[config.mk]
export PLATFORM = sky130hd
export DESIGN_NAME = sram_pkt_reader
export DESIGN_NICKNAME = d
export VERILOG_FILES = /design/src/rtl/sram_pkt_reader.sv
export SDC_FILE = /design/constraint.sdc
export NUM_CORES = 1
export LEC_CHECK = 0
export CELL_PAD_IN_SITES_DETAIL_PLACEMENT = 1
export CELL_PAD_IN_SITES_GLOBAL_PLACEMENT = 2
export CORE_AREA = 2 2 137 139
export DETAILED_ROUTE_END_ITERATION = 10
export DIE_AREA = 0 0 139 141
export GPL_ROUTABILITY_DRIVEN = 0
export MAX_ROUTING_LAYER = met4
export PLACE_DENSITY = 0.84
export SLEW_MARGIN = 20
export SYNTH_ARGS = -nofsm -noshare
export SYNTH_HDL_FRONTEND = slang
export SYNTH_SLANG_ARGS = --single-unit
[constraint.sdc]
create_clock -name clk_in -period 2.9 [get_ports clk_in]
set_input_delay 0.58 -clock clk_in [delete_from_list [all_inputs] [get_ports clk_in]]
set_output_delay 0.58 -clock clk_in [all_outputs]
set_load 0.02 [all_outputs]
[src/rtl/sram_pkt_reader.sv]
// Read-side initiator for the banked packet SRAM: turns (address, length) commands into
// one-per-cycle SRAM reads and streams the returned words out with sop/eop framing.
module sram_pkt_reader #(
    parameter int DWIDTH     = 32,
    parameter int NRAMWIDHT  = 5,
    parameter int AWIDTH     = 13,
    parameter int LENWIDTH   = 8,
    parameter int FIFO_DEPTH = 4
) (
    input  logic                        clk_in,
    input  logic                        rst_n_in,
    input  logic                        cmd_valid_in,
    output logic                        cmd_ready_out,
    input  logic [NRAMWIDHT+AWIDTH-1:0] cmd_addr_in,
    input  logic [LENWIDTH-1:0]         cmd_len_in,
    output logic                        sram_en_out,
    output logic                        sram_we_out,
    output logic [NRAMWIDHT+AWIDTH-1:0] sram_addr_out,
    input  logic [DWIDTH-1:0]           sram_d_in,
    output logic                        dout_valid_out,
    input  logic                        dout_ready_in,
    output logic [DWIDTH-1:0]           dout_data_out,
    output logic                        dout_sop_out,
    output logic                        dout_eop_out,
    output logic                        busy_out
);

    localparam int ADDR_W = NRAMWIDHT + AWIDTH;
    localparam int PTR_W  = (FIFO_DEPTH > 1) ? $clog2(FIFO_DEPTH) : 1;
    localparam int CNT_W  = PTR_W + 1;

    typedef enum logic [1:0] {IDLE, READ, DRAIN} state_t;

    state_t              state_reg, state_next;
    logic [ADDR_W-1:0]   addr_reg;
    logic [LENWIDTH-1:0] remain_reg;
    logic                first_reg;
    logic                inflight_reg;
    logic                sop_d_reg;
    logic                eop_d_reg;

    logic [DWIDTH-1:0]   fifo_data [FIFO_DEPTH];
    logic                fifo_sop  [FIFO_DEPTH];
    logic                fifo_eop  [FIFO_DEPTH];
    logic [PTR_W-1:0]    wr_ptr_reg, rd_ptr_reg;
    logic [CNT_W-1:0]    count_reg, count_next;

    logic                accept;
    logic                issue;
    logic                push;
    logic                pop;
    logic                last_issue;
    logic [CNT_W:0]      credit_used;

    // Credits count both stored words and the read whose data is still on the SRAM bus,
    // so the capture in the following cycle always has a free slot.
    assign credit_used = {1'b0, count_reg} + {{CNT_W{1'b0}}, inflight_reg};
    assign issue       = (state_reg == READ) && (credit_used < (CNT_W+1)'(FIFO_DEPTH));
    assign last_issue  = issue && (remain_reg == LENWIDTH'(1));
    assign accept      = cmd_valid_in && (state_reg == IDLE);
    assign push        = inflight_reg;
    assign pop         = (count_reg != '0) && dout_ready_in;

    always_comb begin
        count_next = count_reg;
        if (push && !pop) begin
            count_next = count_reg + CNT_W'(1);
        end else if (!push && pop) begin
            count_next = count_reg - CNT_W'(1);
        end
    end

    always_comb begin
        state_next = state_reg;
        case (state_reg)
            IDLE: begin
                if (accept && (cmd_len_in != '0)) begin
                    state_next = READ;
                end
            end
            READ: begin
                if (last_issue) begin
                    state_next = DRAIN;
                end
            end
            DRAIN: begin
                // Leave as soon as the final word is being popped so the next command
                // can be handshaken in the very next cycle.
                if (!inflight_reg && (count_next == '0)) begin
                    state_next = IDLE;
                end
            end
            default: state_next = IDLE;
        endcase
    end

    always_ff @(posedge clk_in or negedge rst_n_in) begin
        if (!rst_n_in) begin
            state_reg    <= IDLE;
            addr_reg     <= '0;
            remain_reg   <= '0;
            first_reg    <= 1'b0;
            inflight_reg <= 1'b0;
            sop_d_reg    <= 1'b0;
            eop_d_reg    <= 1'b0;
            wr_ptr_reg   <= '0;
            rd_ptr_reg   <= '0;
            count_reg    <= '0;
        end else begin
            state_reg    <= state_next;
            inflight_reg <= issue;
            sop_d_reg    <= issue && first_reg;
            eop_d_reg    <= last_issue;
            count_reg    <= count_next;
            if (accept && (cmd_len_in != '0)) begin
                addr_reg   <= cmd_addr_in;
                remain_reg <= cmd_len_in;
                first_reg  <= 1'b1;
            end else if (issue) begin
                addr_reg   <= addr_reg + ADDR_W'(1);
                remain_reg <= remain_reg - LENWIDTH'(1);
                first_reg  <= 1'b0;
            end
            if (push) begin
                wr_ptr_reg <= wr_ptr_reg + PTR_W'(1);
            end
            if (pop) begin
                rd_ptr_reg <= rd_ptr_reg + PTR_W'(1);
            end
        end
    end

    // Storage carries no reset; the head is masked whenever the FIFO is empty.
    always_ff @(posedge clk_in) begin
        if (push) begin
            fifo_data[wr_ptr_reg] <= sram_d_in;
            fifo_sop[wr_ptr_reg]  <= sop_d_reg;
            fifo_eop[wr_ptr_reg]  <= eop_d_reg;
        end
    end

    assign cmd_ready_out  = (state_reg == IDLE);
    assign busy_out       = (state_reg != IDLE);
    assign sram_en_out    = issue;
    assign sram_we_out    = 1'b0;
    assign sram_addr_out  = addr_reg;
    assign dout_valid_out = (count_reg != '0);
    assign dout_data_out  = dout_valid_out ? fifo_data[rd_ptr_reg] : '0;
    assign dout_sop_out   = dout_valid_out && fifo_sop[rd_ptr_reg];
    assign dout_eop_out   = dout_valid_out && fifo_eop[rd_ptr_reg];

endmodule

==> summary.md <==
| Metric | Value |
|---|---|
| Initial antenna violation count | 0 |
| Post-synth cell types | between 50 and 60 |
| Hold_buf cts | 0 |
| Clock Sinks | 175 |
| Largest register FFs | 128 |
| Initial DRC count | approximately 270 |
| ANT nets after route | 0 |
| Critical Path End Type | output pin |
| Clk_skew | 0.00917 ns |
| Endpoints failing hold | 0 |
| Reg2Reg Depth | 4 |
| FFs w/ async S/R, synth | 0.223 |
| Period utilisation layout | 0.960 |
| Clk_lat worst skew | between 0.4 and 0.5 ns |
| Cell taking the most area after synthesis | edfxtp_1 |
| Largest net degree at the start of global routing | 40 |
| Main synth FF type | edfxtp_1 |
| Avg Cell Area, Syn | ~16 um2 |
| First-pass GRT wire length | 27.8 mm |
| Nets | 656 |
| Worst hold margin | 0.305 ns |
| Tot GR Track Use | 0.190 |
| Most numerous cell in the Yosys netlist | edfxtp_1 |
| Fin worst setup slack | 0.117 ns |
| Place WS | 0.298 ns |
| Area growth syn-to-layout | 30.9% |
| Clock-pin transition on the worst setup and hold timing paths | 0.07 ns |
| Share of layout cells above drive strength 1 | 0.173 |
| Top cells by area, synth | edfxtp_1, dfrtp_1, mux4_2 |
| Final cell count without fillers | 830 |
| Status | completed |
| Vias per cell | roughly 5.5 |
| Die Wd | 139 um |
| RR Startpoint | count_reg[2] |
| Max-cap viol count | 0 |
| Startpoint Class | register |
| Crit-path max FO | 12 |
| N_diodes | 0 |
| Dpl hpwl | 11.5 mm |
| Die Ht | 141 um |
| WS Path Type | reg2out |
| Cells after synthesis | 449 |
| Top cell type's share of synthesized area | 0.556 |
| WL per Instance | approximately 21 um |
| Worst EP arrival | 2.20 ns |
| CTS Buf Count | 17 |
| Initial Util | 0.402 |
| Peak Freq | 359 MHz |
| Syn Nets | approximately 520 |
| Routed via count | about 4600 |
| Synth cell count leaders | edfxtp_1, and2_1, dfrtp_1 |
| Required @ worst endpoint | 2.32 ns |
| Leak Pwr | 3.59 nW |
| Synth Register Bits | 175 |
| Clk buf depth | 2 |
| Reg2Reg Setup Slack | 0.74 ns |
| R2R Path End | sram_addr_out[17] |
| Final setup TNS | 0 ns |
| IO buf count | 117 |
| I/O Pins | 119 |
| Number of max-slew violations in the final report | 0 |
| # setup viols final | 0 |
| Register area share after synthesis | 0.689 |
| Drt drc | 0 |
| Peak supply drop | 514 uV |
| Htree depth | 4 |
| Number of global-route vias before repair | 4891 |
| Slew headroom | 0.376 |
| CTS tree | built |
| Worst slew pin tran | 0.936 ns |
| Cell area after synthesis | around 7300 um2 |
| Die ar. | 19600 um2 |
| DRT Wirelength | 17.4 mm |
| Router iterations before antenna repair | 4 |
| GRT Residual Overflow | 0 |
| Core area | ~18000 um2 |
| Core Rows | 50 |
| Clock Tree Root | clkbuf_16 |
| Pwr Density | approximately 1100 nW/um2 |
| Tmin final | 2.78 ns |
| Post-synth EDFFs | ~140 |
| Hold crit path type | in2async |
| Ys Warns | 0 |
| Unrepaired setup endpoints after global routing | false |
| Placed Cells | 796 |
==> kinds of logic (layout without fill, tap and decap cells) <==
group | Yosys count | in the layout | share of synthesized area
fa+ha+maj | 10 | 10 | 0.0170
compound gates | 54 | 54 | 0.0530
buf+inv | 33 | 180 | 0.0187
flops | 175 | 175 | 0.689
simple gates | 130 | 130 | 0.103
other cells | 1 | 1 | 0.000510
xor+xnor | 9 | 9 | 0.0107
mux | 37 | 37 | 0.109
==> cell usage in the layout (no fill, tap or decap), drive strengths merged, types with 4 or more instances in the layout <==
| master | count |
|---|---|
| edfxtp | 136 |
| clkdlybuf4s50 | 82 |
| and2 | 40 |
| dfrtp | 39 |
| mux4 | 34 |
| nand2 | 25 |
| buf | 22 |
| dlymetal6s2s | 19 |
| clkbuf | 18 |
| dlygate4sd2 | 15 |
| nand3 | 14 |
| inv | 12 |
| nor2 | 11 |
| ha | 10 |
| o21ai | 10 |
| a31oi | 9 |
| or4 | 8 |
| o211ai | 8 |
| xor2 | 6 |
| or3 | 5 |
| and3 | 5 |
| nand4 | 5 |
| o311ai | 5 |
| bufinv | 5 |
| nand2b | 4 |
| o31ai | 4 |
==> metal layers <==
| metal | GRT usage | routed length [um] |
|---|---|---|
| met4 | 0.0526 | 203 |
| met1 | 0.247 | 7660 |
| met5 | - | 0 |
| met3 | 0.0309 | 763 |
| met2 | 0.315 | 8810 |
==> per-stage QoR <==
step	power, mW	utilization	area (um2)
after floorplan	6.31	-	7350
after global placement	8.10	0.486	8880
after detailed placement	8.30	0.486	8880
after CTS	10.8	0.523	9560
after global routing	11.2	0.527	9620
final	10.6	0.527	9620
==> final cells by class <==
| type | instances | area, um2 |
|---|---|---|
| clock inverters | 13 | 213 |
| inverters | 10 | 37.5 |
| multi-input cells | 241 | 2160 |
| flip-flops and latches | 175 | 5060 |
| clock buffers | 18 | 429 |
| well taps | 234 | 293 |
| repair buffers | 139 | 1430 |
| fillers | 1726 | 8650 |
==> worst max-delay path: stages, from the launching register on <==
cell and delay, ns:
dfrtp_2 0.45, bufbuf_16 0.33, mux4_2 0.51, and2_1 0.18, dlygate4sd2_1 0.32
==> worst max path at each step <==
stage | start | end | slack, ns | cells after the start
floorplan | rd_ptr_reg[0] | dout_data_out[10] | 0.73 | 4
global placement | rd_ptr_reg[0] | dout_data_out[31] | 0.35 | 4
detailed placement | cmd_len_in[7] | remain_reg[0] | 0.30 | 6
CTS | rd_ptr_reg[0] | dout_data_out[25] | -0.02 | 4
global route | rd_ptr_reg[0] | dout_data_out[4] | 0.04 | 4
finish | rd_ptr_reg[0] | dout_data_out[3] | 0.12 | 4
==> repair_timing <==
action                     in CTS  in global routing
resized for setup              18                 22
gates cloned                    1                  0
setup buffers                   2                  0
setup endpoints to repair      34                 19
==> power by group <==
group          internal (mW)  switching (mW)  total (mW)  leakage (nW)
Clock                   1.53           0.943        2.47         0.303
Sequential              3.40           0.433        3.83          1.70
Combinational           2.08            2.24        4.32          1.58
Total                   7.00            3.61        10.6          3.59
Note: power is estimated with default switching activity, not from simulation.
